[src/rtl/axi4_slave_pkg.sv]
// axi4_slave_pkg: shared B-channel types for the AXI4 slave write path
package axi4_slave_pkg;
    localparam int B_ID_W = 4;
    typedef enum logic [1:0] {
        RESP_OKAY   = 2'd0,
        RESP_EXOKAY = 2'd1,
        RESP_SLVERR = 2'd2,
        RESP_DECERR = 2'd3
    } resp_t;
    typedef struct packed {
        logic [B_ID_W-1:0] id;
        logic [1:0]        resp;
    } b_entry_t;
    typedef enum logic {
        B_IDLE  = 1'b0,
        B_VALID = 1'b1
    } b_state_t;
endpackage

[src/rtl/axi4_resp_fifo.sv]
// axi4_resp_fifo: in-order queue of pending write responses with occupancy status
module axi4_resp_fifo
    import axi4_slave_pkg::*;
#(
    parameter int DEPTH = 4
) (
    input  logic                           clk,
    input  logic                           rst,
    input  logic                           i_push,
    input  logic                           i_pop,
    input  b_entry_t                       i_din,
    output b_entry_t                       o_dout,
    output logic [$clog2(DEPTH+1)-1:0]     o_count,
    output logic                           o_full,
    output logic                           o_empty
);
    localparam int AW = $clog2(DEPTH);
    localparam int CW = $clog2(DEPTH+1);
    localparam logic [CW-1:0] FULL_CNT = CW'(DEPTH);

    b_entry_t        r_mem [DEPTH];
    logic [AW-1:0]   r_wr_ptr;
    logic [AW-1:0]   r_rd_ptr;
    logic [CW-1:0]   r_count;
    logic            r_full;
    logic            w_do_push;
    logic            w_do_pop;
    logic [CW-1:0]   w_count_nxt;

    // A push into a full queue is only taken when the same cycle frees a slot
    always_comb begin
        w_do_pop    = i_pop && (r_count != '0);
        w_do_push   = i_push && (!r_full || w_do_pop);
        w_count_nxt = r_count + CW'(w_do_push) - CW'(w_do_pop);
    end

    // Pointers, occupancy and full flag; full is registered alongside the count
    always_ff @(posedge clk or negedge rst) begin
        if (!rst) begin
            r_wr_ptr <= '0;
            r_rd_ptr <= '0;
            r_count  <= '0;
            r_full   <= 1'b0;
        end else begin
            if (w_do_push) r_wr_ptr <= r_wr_ptr + AW'(1);
            if (w_do_pop)  r_rd_ptr <= r_rd_ptr + AW'(1);
            r_count <= w_count_nxt;
            r_full  <= (w_count_nxt == FULL_CNT);
        end
    end

    // Entry storage; contents are don't-care once pointers are reset
    always_ff @(posedge clk) begin
        if (w_do_push) r_mem[r_wr_ptr] <= i_din;
    end

    assign o_dout  = r_mem[r_rd_ptr];
    assign o_count = r_count;
    assign o_full  = r_full;
    assign o_empty = (r_count == '0);
endmodule

[src/rtl/axi4_slave_write_resp_channel.sv]
// axi4_slave_write_resp_channel: queues write completions and presents them on the B channel
module axi4_slave_write_resp_channel
    import axi4_slave_pkg::*;
#(
    parameter int ID_WIDTH   = B_ID_W,
    parameter int RESP_DEPTH = 4
) (
    input  logic                              clk,
    input  logic                              rst,
    input  logic                              b_transfer_done,
    input  logic [ID_WIDTH-1:0]               b_bid,
    input  logic [1:0]                        b_bresp,
    input  logic                              bready,
    output logic                              bvalid,
    output logic [ID_WIDTH-1:0]               bid,
    output logic [1:0]                        bresp,
    output logic                              resp_full,
    output logic [$clog2(RESP_DEPTH+1)-1:0]   resp_count,
    output logic                              resp_overflow
);
    b_state_t                          r_state;
    b_state_t                          w_state_nxt;
    logic [ID_WIDTH-1:0]               r_bid;
    logic [1:0]                        r_bresp;
    logic                              r_overflow;
    logic                              w_free;
    logic                              w_pop;
    logic                              w_bypass;
    logic                              w_push;
    logic                              w_load;
    logic                              w_drop;
    b_entry_t                          w_in;
    b_entry_t                          w_head;
    b_entry_t                          w_load_entry;
    logic [$clog2(RESP_DEPTH+1)-1:0]   w_count;
    logic                              w_full;
    logic                              w_empty;

    assign w_in = {b_bid, b_bresp};

    axi4_resp_fifo #(.DEPTH(RESP_DEPTH)) u_fifo (
        .clk     (clk),
        .rst     (rst),
        .i_push  (w_push),
        .i_pop   (w_pop),
        .i_din   (w_in),
        .o_dout  (w_head),
        .o_count (w_count),
        .o_full  (w_full),
        .o_empty (w_empty)
    );

    // Output slot refill: queue head wins over a same-cycle completion to keep order
    always_comb begin
        w_free       = (r_state == B_IDLE) || bready;
        w_pop        = w_free && !w_empty;
        w_bypass     = w_free && w_empty && b_transfer_done;
        w_push       = b_transfer_done && !w_bypass;
        w_drop       = w_push && w_full && !w_pop;
        w_load       = w_pop || w_bypass;
        w_load_entry = w_pop ? w_head : w_in;
        w_state_nxt  = (w_load || !w_free) ? B_VALID : B_IDLE;
    end

    // FSM state register; B_VALID persists until a handshake with nothing to refill
    always_ff @(posedge clk or negedge rst) begin
        if (!rst) r_state <= B_IDLE;
        else      r_state <= w_state_nxt;
    end

    // Output register only changes on a load, so bid/bresp stay stable under back-pressure
    always_ff @(posedge clk or negedge rst) begin
        if (!rst) begin
            r_bid   <= '0;
            r_bresp <= RESP_OKAY;
        end else if (w_load) begin
            r_bid   <= w_load_entry.id;
            r_bresp <= w_load_entry.resp;
        end
    end

    // Sticky drop indicator, cleared only by reset
    always_ff @(posedge clk or negedge rst) begin
        if (!rst)        r_overflow <= 1'b0;
        else if (w_drop) r_overflow <= 1'b1;
    end

    assign bvalid        = (r_state == B_VALID);
    assign bid           = r_bid;
    assign bresp         = r_bresp;
    assign resp_full     = w_full;
    assign resp_count    = w_count;
    assign resp_overflow = r_overflow;
endmodule

[config.mk]
export PLATFORM = sky130hd
export DESIGN_NAME = axi4_slave_write_resp_channel
export DESIGN_NICKNAME = d
export VERILOG_FILES = /design/src/rtl/axi4_slave_pkg.sv /design/src/rtl/axi4_resp_fifo.sv /design/src/rtl/axi4_slave_write_resp_channel.sv
export SDC_FILE = /design/constraint.sdc
export NUM_CORES = 1
export LEC_CHECK = 0
export CAP_MARGIN = 20
export CORE_ASPECT_RATIO = 1.75
export CORE_MARGIN = 3
export CORE_UTILIZATION = 40
export DETAILED_ROUTE_END_ITERATION = 16
export PLACE_DENSITY = 0.65
export SLEW_MARGIN = 20
export SYNTH_ARGS = -nofsm -noshare
export SYNTH_HDL_FRONTEND = slang
export SYNTH_SLANG_ARGS = --single-unit
[constraint.sdc]
create_clock -name clk -period 4.7 [get_ports clk]
set_input_delay 0.47 -clock clk [delete_from_list [all_inputs] [get_ports clk]]
set_output_delay 0.47 -clock clk [all_outputs]
set_load 0.01 [all_outputs]
==> results of run 1 <==
## cell type report
class | count | area, um2
well taps | 48 | 60.06
multi-input cells | 48 | 508.0
repair buffers | 21 | 210.2
clock inverters | 2 | 35.03
clock buffers | 6 | 72.57
flip-flops and latches | 40 | 1121
inverters | 7 | 26.28
fillers | 339 | 1908
## worst min path at each step
stage / cells past startpoint / end / start / slack (ns)
final: 1 / resp_overflow / resp_overflow / 0.47
after global routing: 1 / resp_overflow / resp_overflow / 0.50
after CTS: 1 / resp_overflow / resp_overflow / 0.47
after detailed placement: 1 / resp_overflow / resp_overflow / 0.46
after global placement: 1 / resp_overflow / resp_overflow / 0.45
after floorplan: 0 / bid[0] / rst / 0.17
## synth_stat cells
library cell and count:
mux4_2 6, nor2_1 2, clkbuf_1 1, ha_1 6, nor3b_1 2, and2_1 4, nand2b_1 1, xnor2_1 3
a2bb2oi_1 6, a211oi_4 1, and3b_1 1, nor2b_1 1, mux2_2 1, nor4_1 1, o22ai_1 6, a21o_1 1
or4b_1 1, xor2_1 2, nand2_1 1, inv_1 7, edfxtp_1 24, buf_2 3, nor3_4 1, dfrtp_1 16
fa_1 1
## metal layers
layer	track usage, %	up-vias	wire length [um]
met1	18.06	438	1233
met5	0	-	0
li1	-	418	-
met4	6.694	0	61
met3	3.284	4	91
met2	23.12	20	1685
## report_power, final
group	switching, W	internal (W)	total, W
sequential	0.0000932	0.000485	0.000579
combinational	0.000201	0.000258	0.000460
clock	0.000115	0.000158	0.000272
total	0.000409	0.000901	0.00131
## sequential cells by signal, indices dropped and copies added (netlist names)
name             count
u_fifo.o_full        1
bresp                2
u_fifo.r_mem        24
u_fifo.r_rd_ptr      2
bvalid               1
resp_overflow        1
bid                  4
u_fifo.r_wr_ptr      2
u_fifo.o_count       3
## placed cells by master (no fill, tap or decap), drive strengths merged
master,synthesis,final
edfxtp,24,24
clkdlybuf4s50,0,21
dfrtp,16,16
inv,7,7
mux4,6,6
o22ai,6,6
a2bb2oi,6,6
ha,6,6
clkbuf,1,6
and2,4,4
xnor2,3,3
nor2,2,2
nor3b,2,2
xor2,2,2
nor2b,1,1
nor3,1,1
nand2b,1,1
and3b,1,1
a211oi,1,1
nor4,1,1
nand2,1,1
a21o,1,1
or4b,1,1
mux2,1,1
fa,1,1
clkinv,0,1
bufinv,0,1
## worst reg2reg max path, delay by kind of cell, from the launching register on
family	cells	cell delay, ns
buffers and inverters	2	0.12
adders and majority gates	3	0.81
and+or+nand+nor	3	0.78
xor gates and xnor gates	1	0.19
DFF	1	0.49
## through the flow
step / instances / hold WS, ns
after detailed placement: 164 / 0.4564
after global placement: 164 / 0.4467
after global routing: 172 / 0.4989
after floorplan: 99 / 0.1744
after CTS: 172 / 0.4739
final: 172 / 0.4668
## logic make-up after synthesis
| family | after synthesis | share of synthesized area (%) |
|---|---|---|
| flops | 40 | 66.97 |
| compound gates | 14 | 7.026 |
| simple gates | 15 | 6.279 |
| fa+ha+maj | 7 | 5.680 |
| mux | 7 | 8.744 |
| xor+xnor | 5 | 2.616 |
| buf+inv | 11 | 2.690 |
==> results.sh, run 1 <==
export IMPL_outcome="complete, no violations"
export IMPL_remaining_drc_errors=0
export IMPL_maxCapViolCount=0
export IMPL_cts_clk_slew_worst_paths_ns=0.07
export IMPL_track_usage_pct=14.54
export IMPL_clk_path_buf_depth=2
export IMPL_clk_latency_ns=0.29
export IMPL_postSynthCellCount=99
export IMPL_yosysWarnings=0
export IMPL_post_cts_setup_buffers=0
export IMPL_cts_inserted_buffers=5
export IMPL_place_area_um2=1926
export IMPL_drive_gt1_share_pct=12.90
export IMPL_yosysSeqAreaShare_pct=66.97
export IMPL_regToRegStartpoint="u_fifo.o_count[1]"
export IMPL_dr_total_vias=880
export IMPL_worstSetupStartpoint="bready"
export IMPL_clock_fmax_mhz=399.2
export IMPL_nets=140
export IMPL_reg2reg_to="u_fifo.o_full"
export IMPL_diodes=0
export IMPL_power_leakage_nw=0.7598
export IMPL_hold_violations=0
export IMPL_wl_per_cell_um=17.85
export IMPL_slew_viol_final=0
export IMPL_fin_setup_tns_ns=0
export IMPL_grt_pass1_wl_um=5043
export IMPL_die_h_um=91.58
export IMPL_cts_root_buf="clkbuf_8"
export IMPL_crit_end="u_fifo.o_full"
export IMPL_period_minus_slack_ns=2.505
export IMPL_syn_nets=116
export IMPL_postLayoutCoreUtil_pct=51.59
export IMPL_crit_buf_inv=2
export IMPL_first_iter_violations=8
export IMPL_power_density_nw_per_um2=644.4
export IMPL_synth_seq_cells=40
export IMPL_startpoint_type="primary input"
export IMPL_critPathMaxStageDelay_ns=0.43
export IMPL_crit_slowest_cell="clkdlybuf4s50_1"
export IMPL_grt_overflow=0
export IMPL_synthDistinctLibCells=25
export IMPL_post_place_ws_ns=1.885
export IMPL_setup_viol=0
export IMPL_boundaryPins=22
export IMPL_port_buffers=21
export IMPL_cts_max_level=2
export IMPL_stdcell_area_um2=2033
export IMPL_routed_wl_um=3071
export IMPL_slew_headroom_pct=52.89
export IMPL_synthTopCellsByArea="edfxtp_1 43%, dfrtp_1 24%, mux4_2 8.1%"
export IMPL_worst_ep_required_time_ns=4.90
export IMPL_ctsHoldBuffers=0
export IMPL_path_cells="clkdlybuf4s50_1 > nand2b_1 > a211oi_4 > ha_1 > inv_1 > fa_1 > xnor2_1 > nor3b_1"
export IMPL_synth_top_area_share_pct=43.05
export IMPL_antenna_found_initial=0
export IMPL_worstMarginPinSlew_ns=0.7044
export IMPL_path_depth=8
export IMPL_vdd_drop_max_mv=0.4913
export IMPL_grt_pass1_vias=998
export IMPL_postCtsResizedCells=0
export IMPL_core_region_area_um2=3941
export IMPL_fp_dieW_um=54.91
export IMPL_first_pass_iters=4
export IMPL_worstSetupEndpointType="register"
export IMPL_finalPower_w=0.001310
export IMPL_syn_cell_area_um2=1674
export IMPL_floorplan_rows=30
export IMPL_grt_max_degree=17
export IMPL_antenna_left=0
export IMPL_fin_skew_ns=0.01011
export IMPL_hold_class="register to register"
export IMPL_crit_family="adder cells"
export IMPL_cts_sinks=40
export IMPL_rsz0062_at_grt="false"
export IMPL_start_util_pct=42.48
export IMPL_worstRegToRegCells=9
export IMPL_die_area_um2=5028
export IMPL_crit_fanout=8
export IMPL_crit_type="primary input to register"
export IMPL_r2r_slack_ns=2.24
export IMPL_hpwl_um=2319
export IMPL_routabilityCongestion=0.7541
export IMPL_worst_slack_ns=2.195
export IMPL_via_per_inst=5.116
export IMPL_cts_tree="built"
export IMPL_synth_top_area_cell="edfxtp_1"
export IMPL_period_share_pct=53.30
export IMPL_synthToLayoutAreaGrowth_pct=21.45
export IMPL_avgSynthCellArea_um2=16.91
export IMPL_crit_arrival_ns=2.71
No activity file was read; power rests on OpenSTA's default activity.
==> run 2: changes to the inputs <==
==> constraint.sdc (replaced) <==
create_clock -name clk -period 2.5 [get_ports clk]
set_input_delay 0.25 -clock clk [delete_from_list [all_inputs] [get_ports clk]]
set_output_delay 0.25 -clock clk [all_outputs]
set_load 0.01 [all_outputs]
==> run 2 against run 1 <==
  * Routed wire length rose by 2.3%
  * Worst setup slack worse by 1.9 ns
  * Combinational power up 91%
  * Largest power group unchanged
  * Global-route usage decreased by 0.11 points
  * Hold slack got worse by 0.083 ns
  * Highest routed layer unchanged
  * Cell count rose by 1.7%
  * Clock skew decreased by 0.0056 ns
  * Power increased by 84%
  * Design area grew 0.62%
  * Clock power rose by 65%
  * Critical path type is now register to register
  * Sequential cell count stayed put
  * Sequential share of layout area down 0.34 points
==> results.sh, run 2 (same netlist as run 1, synthesis figures left out) <==
export IMPL_outcome="complete, no violations"
export IMPL_cts_tree="built"
export IMPL_hpwl_um=2281
export IMPL_holdWs_ns=0.3833
export IMPL_cts_sinks=40
export IMPL_routabilityCongestion=0.7549
export IMPL_crit_type="register to register"
export IMPL_core_region_area_um2=3941
export IMPL_regMostFlops="u_fifo.r_mem"
export IMPL_fin_setup_tns_ns=0
export IMPL_maxCapViolCount=0
export IMPL_fin_skew_ns=0.004471
export IMPL_nFillCells=348
export IMPL_worstSetupEndpointType="register"
export IMPL_start_util_pct=42.48
export IMPL_via_per_inst=5.371
export IMPL_antenna_left=0
export IMPL_first_pass_iters=4
export IMPL_layoutNonFillerInstCount=175
export IMPL_period_share_pct=87.77
export IMPL_clk_latency_ns=0.29
export IMPL_boundaryPins=22
export IMPL_setup_viol=0
export IMPL_clk_path_buf_depth=2
export IMPL_port_buffers=21
export IMPL_postCtsResizedCells=0
export IMPL_antenna_found_initial=0
export IMPL_crit_fanout=8
export IMPL_cts_root_buf="clkbuf_8"
export IMPL_post_place_ws_ns=0.09903
export IMPL_crit_arrival_ns=2.40
export IMPL_diodes=0
export IMPL_die_area_um2=5028
export IMPL_hold_class="primary input to async pin"
export IMPL_worst_slack_ns=0.3057
export IMPL_nets=143
export IMPL_floorplan_rows=30
export IMPL_die_h_um=91.58
export IMPL_hold_violations=0
export IMPL_drive_gt1_share_pct=15.75
export IMPL_cts_inserted_buffers=5
export IMPL_worst_ep_required_time_ns=2.70
export IMPL_period_minus_slack_ns=2.194
export IMPL_grt_overflow=0
export IMPL_rsz0062_at_grt="false"
export IMPL_grt_max_degree=17
export IMPL_routed_wl_um=3143
export IMPL_dr_total_vias=940
export IMPL_track_usage_pct=14.43
export IMPL_startpoint_type="register"
export IMPL_slew_headroom_pct=52.29
export IMPL_post_cts_setup_buffers=0
export IMPL_slew_viol_final=0
export IMPL_ctsHoldBuffers=0
export IMPL_grt_pass1_vias=1053
export IMPL_clock_fmax_mhz=455.7
export IMPL_cts_max_level=2
export IMPL_first_iter_violations=20
export IMPL_remaining_drc_errors=0
export IMPL_fp_dieW_um=54.91
export IMPL_dp_cells=167
export IMPL_largest_register_ff_count=24
export IMPL_wl_per_cell_um=17.96
export IMPL_vdd_drop_max_mv=0.7733
export IMPL_final_common_cell="edfxtp_1"
export IMPL_power_density_nw_per_um2=1181
export IMPL_worstMarginPinSlew_ns=0.7134
export IMPL_cts_clk_slew_worst_paths_ns=0.08
export IMPL_grt_pass1_wl_um=5002
export IMPL_final_cell_mix="24 x edfxtp_1, 21 x clkdlybuf4s50_1, 16 x dfrtp_1"
export IMPL_power_leakage_nw=0.7630
export IMPL_synthToLayoutAreaGrowth_pct=22.20
==> run 2: cell types whose count changed in the layout (fill, tap and decap cells not counted) <==
cell | before | now
buf_4 | 0 | 3
bufinv_16 | 1 | 0
clkinv_2 | 1 | 0
clkbuf_8 | 5 | 6
clkinvlp_4 | 0 | 2
clkbuf_1 | 1 | 0
==> run 2: path summary, 6_finish.rpt <==
path                              startpoint                  to  slack, ns  cells after the start
hold reg to reg                resp_overflow       resp_overflow       0.47                      1
setup reg to reg           u_fifo.o_count[1]       u_fifo.o_full       0.31                      8
max in group asynchronous                rst  u_fifo.r_rd_ptr[1]       1.67                      1
hold / removal                           rst       resp_overflow       0.38                      1
setup / recovery           u_fifo.o_count[1]       u_fifo.o_full       0.31                      8
min in group clk               resp_overflow       resp_overflow       0.47                      1
==> run 2: critical path, stage by stage, from the launching register on <==
cell and delay (ns):
dfrtp_1 0.51, nor3_4 0.07, buf_4 0.19, a211oi_4 0.32
ha_1 0.19, inv_1 0.05, fa_1 0.37, xnor2_1 0.20
nor3b_1 0.21
==> run 2: routing by layer <==
metal / vias up / part of all wire, % / track usage, %
met5: - / 0 / 0
li1: 423 / - / -
met4: 0 / 3.5 / 6.897
met1: 482 / 39 / 17.46
met3: 10 / 3.9 / 4.762
met2: 25 / 54 / 22.33
==> run 2: cell type report <==
| class | instances | area (um2) | share of cell area [%] |
|---|---|---|---|
| Multi-Input combinational cell | 48 | 508.0 | 24.83 |
| Tap cell | 48 | 60.06 | 2.936 |
| Clock buffer | 6 | 82.58 | 4.037 |
| Clock inverter | 2 | 15.01 | 0.7339 |
| Timing Repair Buffer | 24 | 232.7 | 11.38 |
| Inverter | 7 | 26.28 | 1.284 |
| Sequential cell | 40 | 1121 | 54.80 |
==> run 2: per-stage QoR <==
stage	total power [W]	cell area [um2]	util (%)
2_1_floorplan	0.001626	1674	-
3_3_place_gp	0.001963	1948	49.43
3_5_place_dp	0.001988	1948	49.43
4_1_cts	0.002450	2046	51.90
5_1_grt	0.002578	2046	51.90
6_report	0.002417	2046	51.90
==> run 2: report_power, final <==
group | leakage [nW] | internal [W] | switching, W | total [W]
Sequential | 0.400 | 0.000912 | 0.000178 | 0.00109
Clock | 0.0434 | 0.000223 | 0.000227 | 0.000450
Combinational | 0.319 | 0.000495 | 0.000382 | 0.000877
Total | 0.763 | 0.00163 | 0.000787 | 0.00242
